## src/rtl/fp_adder_arbiter.sv

```systemverilog
// Round-robin arbiter sharing one pipelined float adder among NUM_REQ requesters.
// Optional per-requester saturating grant counters when FP_ADDER_ARB_PERF_EN is defined.
module fp_adder_arbiter #(
  parameter int unsigned NUM_REQ     = 4,
  parameter int unsigned ADD_LATENCY = 1
) (
  input  logic                   clk,
  input  logic                   rst,
  input  logic [NUM_REQ-1:0]     req_valid,
  input  logic [32*NUM_REQ-1:0]  req_a,
  input  logic [32*NUM_REQ-1:0]  req_b,
  output logic [NUM_REQ-1:0]     req_ready,
  output logic [31:0]            add_a,
  output logic [31:0]            add_b,
  output logic                   add_valid,
  input  logic [31:0]            add_sum,
  output logic [NUM_REQ-1:0]     resp_valid,
  output logic [31:0]            resp_sum,
  output logic                   busy
`ifdef FP_ADDER_ARB_PERF_EN
  ,
  output logic [16*NUM_REQ-1:0]  perf_grants
`endif
);

  localparam int unsigned IdxW = (NUM_REQ > 1) ? $clog2(NUM_REQ) : 1;

  logic [IdxW-1:0] ptr_q, ptr_d;
  logic            gnt_any;
  logic [IdxW-1:0] gnt_idx;
  logic [IdxW-1:0] cand_idx;
  int unsigned     cand;

  logic [31:0]     add_a_q, add_a_d, add_b_q, add_b_d;
  logic            add_valid_q, add_valid_d;

  logic [ADD_LATENCY-1:0]           tag_vld_q, tag_vld_d;
  logic [ADD_LATENCY-1:0][IdxW-1:0] tag_idx_q, tag_idx_d;

  logic [NUM_REQ-1:0] resp_valid_q, resp_valid_d;
  logic [31:0]        resp_sum_q, resp_sum_d;

  // First valid requester at or after the pointer wins; reset masks every grant.
  always_comb begin
    req_ready = '0;
    gnt_any   = 1'b0;
    gnt_idx   = '0;
    cand      = 0;
    cand_idx  = '0;
    for (int unsigned k = 0; k < NUM_REQ; k++) begin
      cand     = (32'(ptr_q) + k) % NUM_REQ;
      cand_idx = IdxW'(cand);
      if (!gnt_any && !rst && req_valid[cand_idx]) begin
        gnt_any = 1'b1;
        gnt_idx = cand_idx;
      end
    end
    if (gnt_any) req_ready[gnt_idx] = 1'b1;
  end

  always_comb begin
    ptr_d       = ptr_q;
    add_a_d     = add_a_q;
    add_b_d     = add_b_q;
    add_valid_d = gnt_any;
    if (gnt_any) begin
      ptr_d   = (gnt_idx == IdxW'(NUM_REQ - 1)) ? '0 : gnt_idx + IdxW'(1);
      add_a_d = req_a[32*gnt_idx +: 32];
      add_b_d = req_b[32*gnt_idx +: 32];
    end
  end

  // Tag stage 0 launches alongside add_valid; the last stage lines up with add_sum.
  always_comb begin
    tag_vld_d    = '0;
    tag_idx_d    = '0;
    tag_vld_d[0] = gnt_any;
    tag_idx_d[0] = gnt_idx;
    for (int unsigned i = 1; i < ADD_LATENCY; i++) begin
      tag_vld_d[i] = tag_vld_q[i-1];
      tag_idx_d[i] = tag_idx_q[i-1];
    end
  end

  always_comb begin
    resp_valid_d = '0;
    resp_sum_d   = resp_sum_q;
    if (tag_vld_q[ADD_LATENCY-1]) begin
      resp_valid_d[tag_idx_q[ADD_LATENCY-1]] = 1'b1;
      resp_sum_d                             = add_sum;
    end
  end

  always_ff @(posedge clk or posedge rst) begin
    if (rst) begin
      ptr_q        <= '0;
      add_a_q      <= '0;
      add_b_q      <= '0;
      add_valid_q  <= 1'b0;
      tag_vld_q    <= '0;
      tag_idx_q    <= '0;
      resp_valid_q <= '0;
      resp_sum_q   <= '0;
    end else begin
      ptr_q        <= ptr_d;
      add_a_q      <= add_a_d;
      add_b_q      <= add_b_d;
      add_valid_q  <= add_valid_d;
      tag_vld_q    <= tag_vld_d;
      tag_idx_q    <= tag_idx_d;
      resp_valid_q <= resp_valid_d;
      resp_sum_q   <= resp_sum_d;
    end
  end

  assign add_a      = add_a_q;
  assign add_b      = add_b_q;
  assign add_valid  = add_valid_q;
  assign resp_valid = resp_valid_q;
  assign resp_sum   = resp_sum_q;
  assign busy       = add_valid_q | (|tag_vld_q) | (|resp_valid_q);

`ifdef FP_ADDER_ARB_PERF_EN
  logic [NUM_REQ-1:0][15:0] perf_q, perf_d;

  always_comb begin
    perf_d = perf_q;
    for (int unsigned i = 0; i < NUM_REQ; i++) begin
      if (req_ready[i] && perf_q[i] != 16'hFFFF) perf_d[i] = perf_q[i] + 16'd1;
    end
  end

  always_ff @(posedge clk or posedge rst) begin
    if (rst) perf_q <= '0;
    else     perf_q <= perf_d;
  end

  assign perf_grants = perf_q;
`endif

endmodule

```

## config.mk

```make
export PLATFORM = sky130hd
export DESIGN_NAME = fp_adder_arbiter
export DESIGN_NICKNAME = d
export VERILOG_FILES = /design/src/rtl/fp_adder_arbiter.sv
export SDC_FILE = /design/constraint.sdc
export NUM_CORES = 1
export LEC_CHECK = 0
export ABC_AREA = 1
export BUFFER_PORTS_ARGS = -buffer_cell sky130_fd_sc_hd__clkbuf_2
export CORE_UTILIZATION = 30
export DETAILED_ROUTE_END_ITERATION = 6
export PLACE_DENSITY_LB_ADDON = 0.3
export SETUP_SLACK_MARGIN = 0.02
export SLEW_MARGIN = 20
export SYNTH_ARGS = -nofsm -noshare
export SYNTH_HDL_FRONTEND = slang
export SYNTH_SLANG_ARGS = --single-unit
```

## constraint.sdc

```tcl
create_clock -name clk -period 9.8 [get_ports clk]
set_input_delay 1.47 -clock clk [delete_from_list [all_inputs] [get_ports clk]]
set_output_delay 1.47 -clock clk [all_outputs]
set_load 0.03 [all_outputs]
```

==> results of run 1 <==
==> state kept, by name, summed over array words and instances, names as in the netlist <==
signal      flops
add_a          32
add_b          32
ptr_q           2
resp_sum       32
resp_valid      4
tag_idx_q       2
tag_vld_q       1
==> cell families after synthesis <==
group	share of synthesized area
flops	0.354
fa+ha+maj	0.00168
buf+inv	0.142
simple gates	0.497
compound gates	0.00590
==> cells in the final DEF, fill, tap and decap left out <==
cell	Yosys	routed
a31oi_1	1	1
buf_4	12	8
clkbuf_16	0	9
clkbuf_2	0	399
clkinv_2	0	1
clkinv_4	0	2
clkinv_8	0	3
dfrtp_1	105	105
ha_1	1	1
inv_1	139	138
inv_2	5	3
inv_4	0	2
inv_6	1	3
nand2_1	578	576
nand2_2	8	8
nand2_4	3	5
nand3_1	257	257
nand3_2	2	2
nand3b_1	1	1
nand4_1	1	1
nand4_4	2	2
nor2_1	3	3
nor2_2	1	1
nor2_4	2	2
nor3_1	4	4
nor4_1	1	1
o21ai_0	2	2
o21ai_1	1	1
o21ai_4	1	1
o22ai_1	1	1
or2_0	1	1
==> layer usage <==
metal | up-vias | wire length (um) | global-route usage
li1 | 4351 | - | -
met2 | 332 | 12700 | 0.364
met1 | 3865 | 10700 | 0.245
met3 | 40 | 1730 | 0.0419
met4 | 2 | 720 | 0.0734
met5 | - | 17 | 0
==> final timing paths <==
| path | from | endpoint | slack (ns) |
|---|---|---|---|
| worst max-delay path | rst | req_ready[2] | 3.48 |
| worst min-delay path | tag_idx_q[0]$_DFF_PP0_ | resp_valid[2]$_DFF_PP0_ | 0.47 |
| worst max register to register | ptr_q[0]$_DFFE_PP0P_ | add_b[27]$_DFFE_PP0P_ | 6.08 |
| worst min register to register | tag_idx_q[0]$_DFF_PP0_ | resp_valid[2]$_DFF_PP0_ | 0.47 |
| max in group asynchronous | rst | resp_sum[8]$_DFFE_PP0P_ | 7.35 |
| min in group asynchronous | rst | add_a[20]$_DFFE_PP0P_ | 1.24 |
==> worst max-delay path, delay by kind of cell <==
family	cells	cell delay, ns
buffers and inverters	5	1.99
AND/OR/NAND/NOR	5	1.23
==> through the flow <==
step           hold slack, ns  power [uW]  area [um2]  utilization  std cells
2_1_floorplan           0.432        2900        7430            -       1205
3_3_place_gp            0.449        3500        9400        0.387       1852
3_5_place_dp            0.456        3530        9400        0.387       1852
4_1_cts                 0.462        3910        9710        0.399       1868
5_1_grt                 0.496        4250        9710        0.399       1868
6_report                0.465        3840        9710        0.399       1868
==> where the power goes <==
| part | switching (uW) | internal [uW] |
|---|---|---|
| sequential | 128 | 657 |
| combinational | 1940 | 750 |
| clock | 187 | 182 |
==> cell type report <==
type,count,share of cell area
Sequential cell,105,0.270
Multi-Input combinational cell,871,0.387
Inverter,145,0.0572
Timing Repair Buffer,407,0.212
Clock buffer,9,0.0232
Tap cell,324,0.0417
Clock inverter,7,0.00863
==> qor.csv, run 1 <==
metric,value,unit
hp-class,reg -> reg,
p_leak,0.00631,uW
finalSetupViolCount,0,
dieArea,0.0254,mm2
ys_ff_latch,105,
synth.most_common_cell,nand2_1,
drv_cap,0,
start_util,0.305,
grt_start_max_net_pins,85,
dp_hpwl,18900,um
coreArea,0.0243,mm2
htreeDepth,3,
ys_warn_count,0,
grt_setup_unrepaired,no,
postSynthAreaPerCell,6.16,um2
crit_path_max_fanout,68,
dieHeight,159,um
period_needed,6.32,ns
wire_per_inst,13.8,um
worst_pin_slew,0.948,ns
cts_tree,done,
cts-resized-gates,0,
async_reset_ff_frac,1.00,
slew_headroom,0.368,
multiInputGateArea,0.00376,mm2
path_cells,clkbuf_2 -> inv_4 -> buf_4 -> nand4_4 -> nor2_4 -> nand2_2 -> nand2_4 -> inv_4 -> nor2_1 -> clkbuf_2,
cts_buffers,9,
syn_area,0.00743,mm2
regArea,0.00263,mm2
hold_depth,1,
cts_sinks,105,
synth_edf_count,0,
first_global_vias,8248,
post-route-period-util,0.645,
r2r.worst_path.cells,13,
synth_flop_cell,dfrtp_1,
setup_tns,0,ns
cp_slowest_cell,buf_4,
hold_viol_final,0,
port_buffers,399,
synthDistinctLibCells,29,
pre_cts_slack,3.29,ns
syn_to_final_growth,30.8,%
ant_nets,0,
outcome,"finished, final reports clean",
grt_pass1_wl,41700,um
netlist.area_leader.share,0.354,
ios,400,
track_usage,0.205,
synth_nets,1500,
clock_latency,0.36,ns
drive_above_1_share,0.292,
timing.final.ws_setup,3.48,ns
crit_type,in -> out,
routed_wl,25900,um
drc,0,
cts_root_buf,clkbuf_16,
synth_commonest_cells,"nand2_1 (578), nand3_1 (257), inv_1 (139)",
p_per_area,395,mW/mm2
fmax,158,MHz
synth.largest_area_cell,dfrtp_1,
final_nets,1834,
cp-end-kind,primary output,
drt_pass1_iterations,5,
hold_buffers,0,
gp_congestion,0.858,
drt_iter0_drc,589,
via_per_inst,4.60,
slew_viol_final,0,
post-cts-setup-buffers,0,
die_w,159,um
critPathRequiredTime,8.33,ns
clkTransAtPathRegs,0.09,ns
synth_cells,1205,
nFillCells,2713,
start_kind,primary input,
synth_area_leaders,"dfrtp_1 (35%), nand2_1 (29%), nand3_1 (17%)",
route.vias.total,8590,
rows,57,
finalClockSkew,0.0120,ns
n_antenna_cell,0,
yosysSeqAreaShare,0.354,
worstPathArrival,4.85,ns
ir_drop,0.000190,V
max_stage_delay,0.70,ns
ctsLongestPathBuffers,2,
overflow,0,
antenna_found_initial,1,
Power figures use the tool's default switching activity.
==> run 2: changes to the inputs <==
ABC_AREA = 0   (was 1)
CORE_AREA = 2 2 155 157   (was default)
CORE_UTILIZATION = default   (was 30)
DIE_AREA = 0 0 157 159   (was default)
clock period = 6.4 ns   (was 9.8 ns; I/O delays follow)
==> qor.csv, run 2 <==
metric,value,unit,change
nFillCells,2371,,was 2713
antenna_found_initial,0,,was 1
clkTransAtPathRegs,0.07,ns,was 0.09 ns
p_per_area,346,mW/mm2,was 395 mW/mm2
synthDistinctLibCells,38,,was 29
cp_slowest_cell,a32oi_4,,was buf_4
critPathRequiredTime,5.44,ns,was 8.33 ns
drv_cap,0,,unchanged
track_usage,0.140,,was 0.205
cp-end-kind,primary output,,unchanged
dieHeight,159,um,about the same
dp_hpwl,13900,um,was 18900 um
cts-resized-gates,0,,unchanged
post-route-period-util,0.629,,
via_per_inst,4.29,,was 4.60
hold_viol_final,0,,unchanged
critPathBufInv,3,,was 5
ys_warn_count,0,,unchanged
drt_iter0_drc,150,,was 589
fmax,249,MHz,
final_cell_mix,"clkbuf_2 (399), mux2i_1 (128), dfrtp_1 (105), mux2_2 (94), nand2_1 (72)",,"was nand2_1 (576), clkbuf_2 (399), nand3_1 (257), inv_1 (138), dfrtp_1 (105)"
die_w,157,um,was 159 um
grt_start_max_net_pins,99,,was 85
drive_above_1_share,0.564,,was 0.292
wire_per_inst,14.2,um,was 13.8 um
synth_edf_count,0,,unchanged
start_kind,primary input,,unchanged
yosysSeqAreaShare,0.429,,was 0.354
syn_to_final_growth,41.2,%,was 30.8%
first_global_vias,5422,,was 8248
postSynthAreaPerCell,11.2,um2,was 6.16 um2
multiInputGateArea,0.00324,mm2,was 0.00376 mm2
hold_depth,2,,was 1
final_nets,1219,,was 1834
final_common_cell,clkbuf_2,,was nand2_1
grt_setup_unrepaired,no,,unchanged
synth.most_common_cell,mux2i_1,,was nand2_1
port_buffers,399,,unchanged
drc,0,,unchanged
netlist.area_leader.share,0.429,,was 0.354
start_util,0.264,,was 0.305
total_power,3000,uW,was 3840 uW
ant_nets,0,,unchanged
placed_cells,1232,,was 1852
finalSetupViolCount,0,,unchanged
clock_latency,0.35,ns,was 0.36 ns
pre_cts_slack,2.33,ns,was 3.29 ns
async_reset_ff_frac,1.00,,unchanged
worst_pin_slew,0.766,ns,was 0.948 ns
gp_congestion,0.735,,was 0.858
ios,400,,unchanged
cts_root_buf,clkbuf_16,,unchanged
finalClockSkew,0.00983,ns,was 0.0120 ns
crit_cells,9,,was 10
synth_area_leaders,"dfrtp_1 (43%), mux2i_1 (21%), mux2_2 (17%)",,"was dfrtp_1 (35%), nand2_1 (29%), nand3_1 (17%)"
finalNonFillerCells,1248,,was 1868
crit_path_max_fanout,16,,was 68
dieArea,0.0250,mm2,was 0.0254 mm2
rows,56,,was 57
outcome,"finished, final reports clean",,unchanged
crit_type,in -> out,,unchanged
ir_drop,0.000129,V,was 0.000190 V
routed_wl,17700,um,was 25900 um
worstPathArrival,3.06,ns,was 4.85 ns
crit_path_frequent_cell,clkbuf_2,,
coreArea,0.0232,mm2,was 0.0243 mm2
slew_viol_final,0,,unchanged
cts_buffers,9,,unchanged
p_leak,0.00487,uW,was 0.00631 uW
post-route-util,0.373,,was 0.399
max_stage_delay,0.59,ns,was 0.70 ns
syn_area,0.00613,mm2,was 0.00743 mm2
overflow,0,,unchanged
hold_buffers,0,,unchanged
r2r.worst_path.cells,7,,was 13
period_needed,4.02,ns,
timing.final.ws_setup,2.38,ns,was 3.48 ns
synth.largest_area_cell,dfrtp_1,,unchanged
path_cells,clkbuf_2 -> nor2b_1 -> a22oi_1 -> or3_1 -> a32oi_4 -> inv_2 -> ha_1 -> and2_1 -> clkbuf_2,,was clkbuf_2 -> inv_4 -> buf_4 -> nand4_4 -> nor2_4 -> nand2_2 -> nand2_4 -> inv_4 -> nor2_1 -> clkbuf_2
ys_ff_latch,105,,unchanged
synth_nets,844,,was 1500
setup_tns,0,ns,unchanged
crit_family,simple AND/OR/NAND/NOR gates,,was buffers and inverters
slew_headroom,0.489,,was 0.368
htreeDepth,3,,unchanged
post-cts-setup-buffers,0,,unchanged
drt_pass1_iterations,4,,was 5
synth_flop_cell,dfrtp_1,,unchanged
synth_commonest_cells,"mux2i_1 (128), dfrtp_1 (105), mux2_2 (94)",,"was nand2_1 (578), nand3_1 (257), inv_1 (139)"
synth_cells,549,,was 1205
n_antenna_cell,0,,unchanged
cts_sinks,105,,unchanged
regArea,0.00263,mm2,unchanged
grt_pass1_wl,27400,um,was 41700 um
route.vias.total,5355,,was 8590
cts_tree,done,,unchanged
hp-class,reg -> reg,,unchanged
ctsLongestPathBuffers,2,,unchanged
run 2: layout make-up:
cell class / instances / area share
multi-input combinational: 396 / 0.375
inverter: 6 / 0.00289
clock inverter: 7 / 0.00839
tap: 319 / 0.0461
clock buffer: 9 / 0.0260
sequential: 105 / 0.304
timing repair buffer: 406 / 0.238
run 2: through the flow:
step	hold WS [ns]	area, um2
finish	0.487	8650
global route	0.515	8650
CTS	0.490	8650
detailed placement	0.467	8360
global placement	0.456	8360
floorplan	0.429	6130
run 2: per-layer routing:
layer,vias up,global-route usage,wire [um]
met5,-,0,0
met4,0,0.0430,277
met3,16,0.0294,1230
met2,219,0.260,9100
met1,2418,0.157,7110
li1,2702,-,-
run 2: kinds of logic (layout without fill, tap and decap cells):
| kind of cell | Yosys count | count (layout) | synth area share |
|---|---|---|---|
| adder cells (fa/ha/maj) | 1 | 1 | 0.00204 |
| buffers and inverters | 48 | 428 | 0.0462 |
| AO/OA/AOI/OAI | 78 | 78 | 0.0715 |
| AND/OR/NAND/NOR | 94 | 94 | 0.0678 |
| multiplexers | 223 | 223 | 0.384 |
| flip-flops | 105 | 105 | 0.429 |
run 2: path summary, 6_finish.rpt:
check,startpoint,end,slack [ns]
hold / removal,add_a[12]$_DFFE_PP0P_,add_a[12]$_DFFE_PP0P_,0.49
setup reg to reg,ptr_q[0]$_DFFE_PP0P_,add_b[23]$_DFFE_PP0P_,3.17
max in group asynchronous,rst,add_b[0]$_DFFE_PP0P_,4.42
setup / recovery,req_valid[1],req_ready[3],2.38
min in group asynchronous,rst,add_a[18]$_DFFE_PP0P_,0.76
hold reg to reg,add_a[12]$_DFFE_PP0P_,add_a[12]$_DFFE_PP0P_,0.49
run 2: power by group:
group	internal, uW	switching (uW)	total (uW)
Clock	276	277	553
Sequential	840	111	952
Combinational	605	886	1490
Total	1720	1270	3000
run 2: worst register-to-register path, delay by kind of cell (launching register included):
family                 cells  cell delay (ns)
flip-flops                 1             0.54
buffers and inverters      1             0.70
AO/OA/AOI/OAI              3             0.82
AND/OR/NAND/NOR            2             0.59
multiplexers               1             0.51
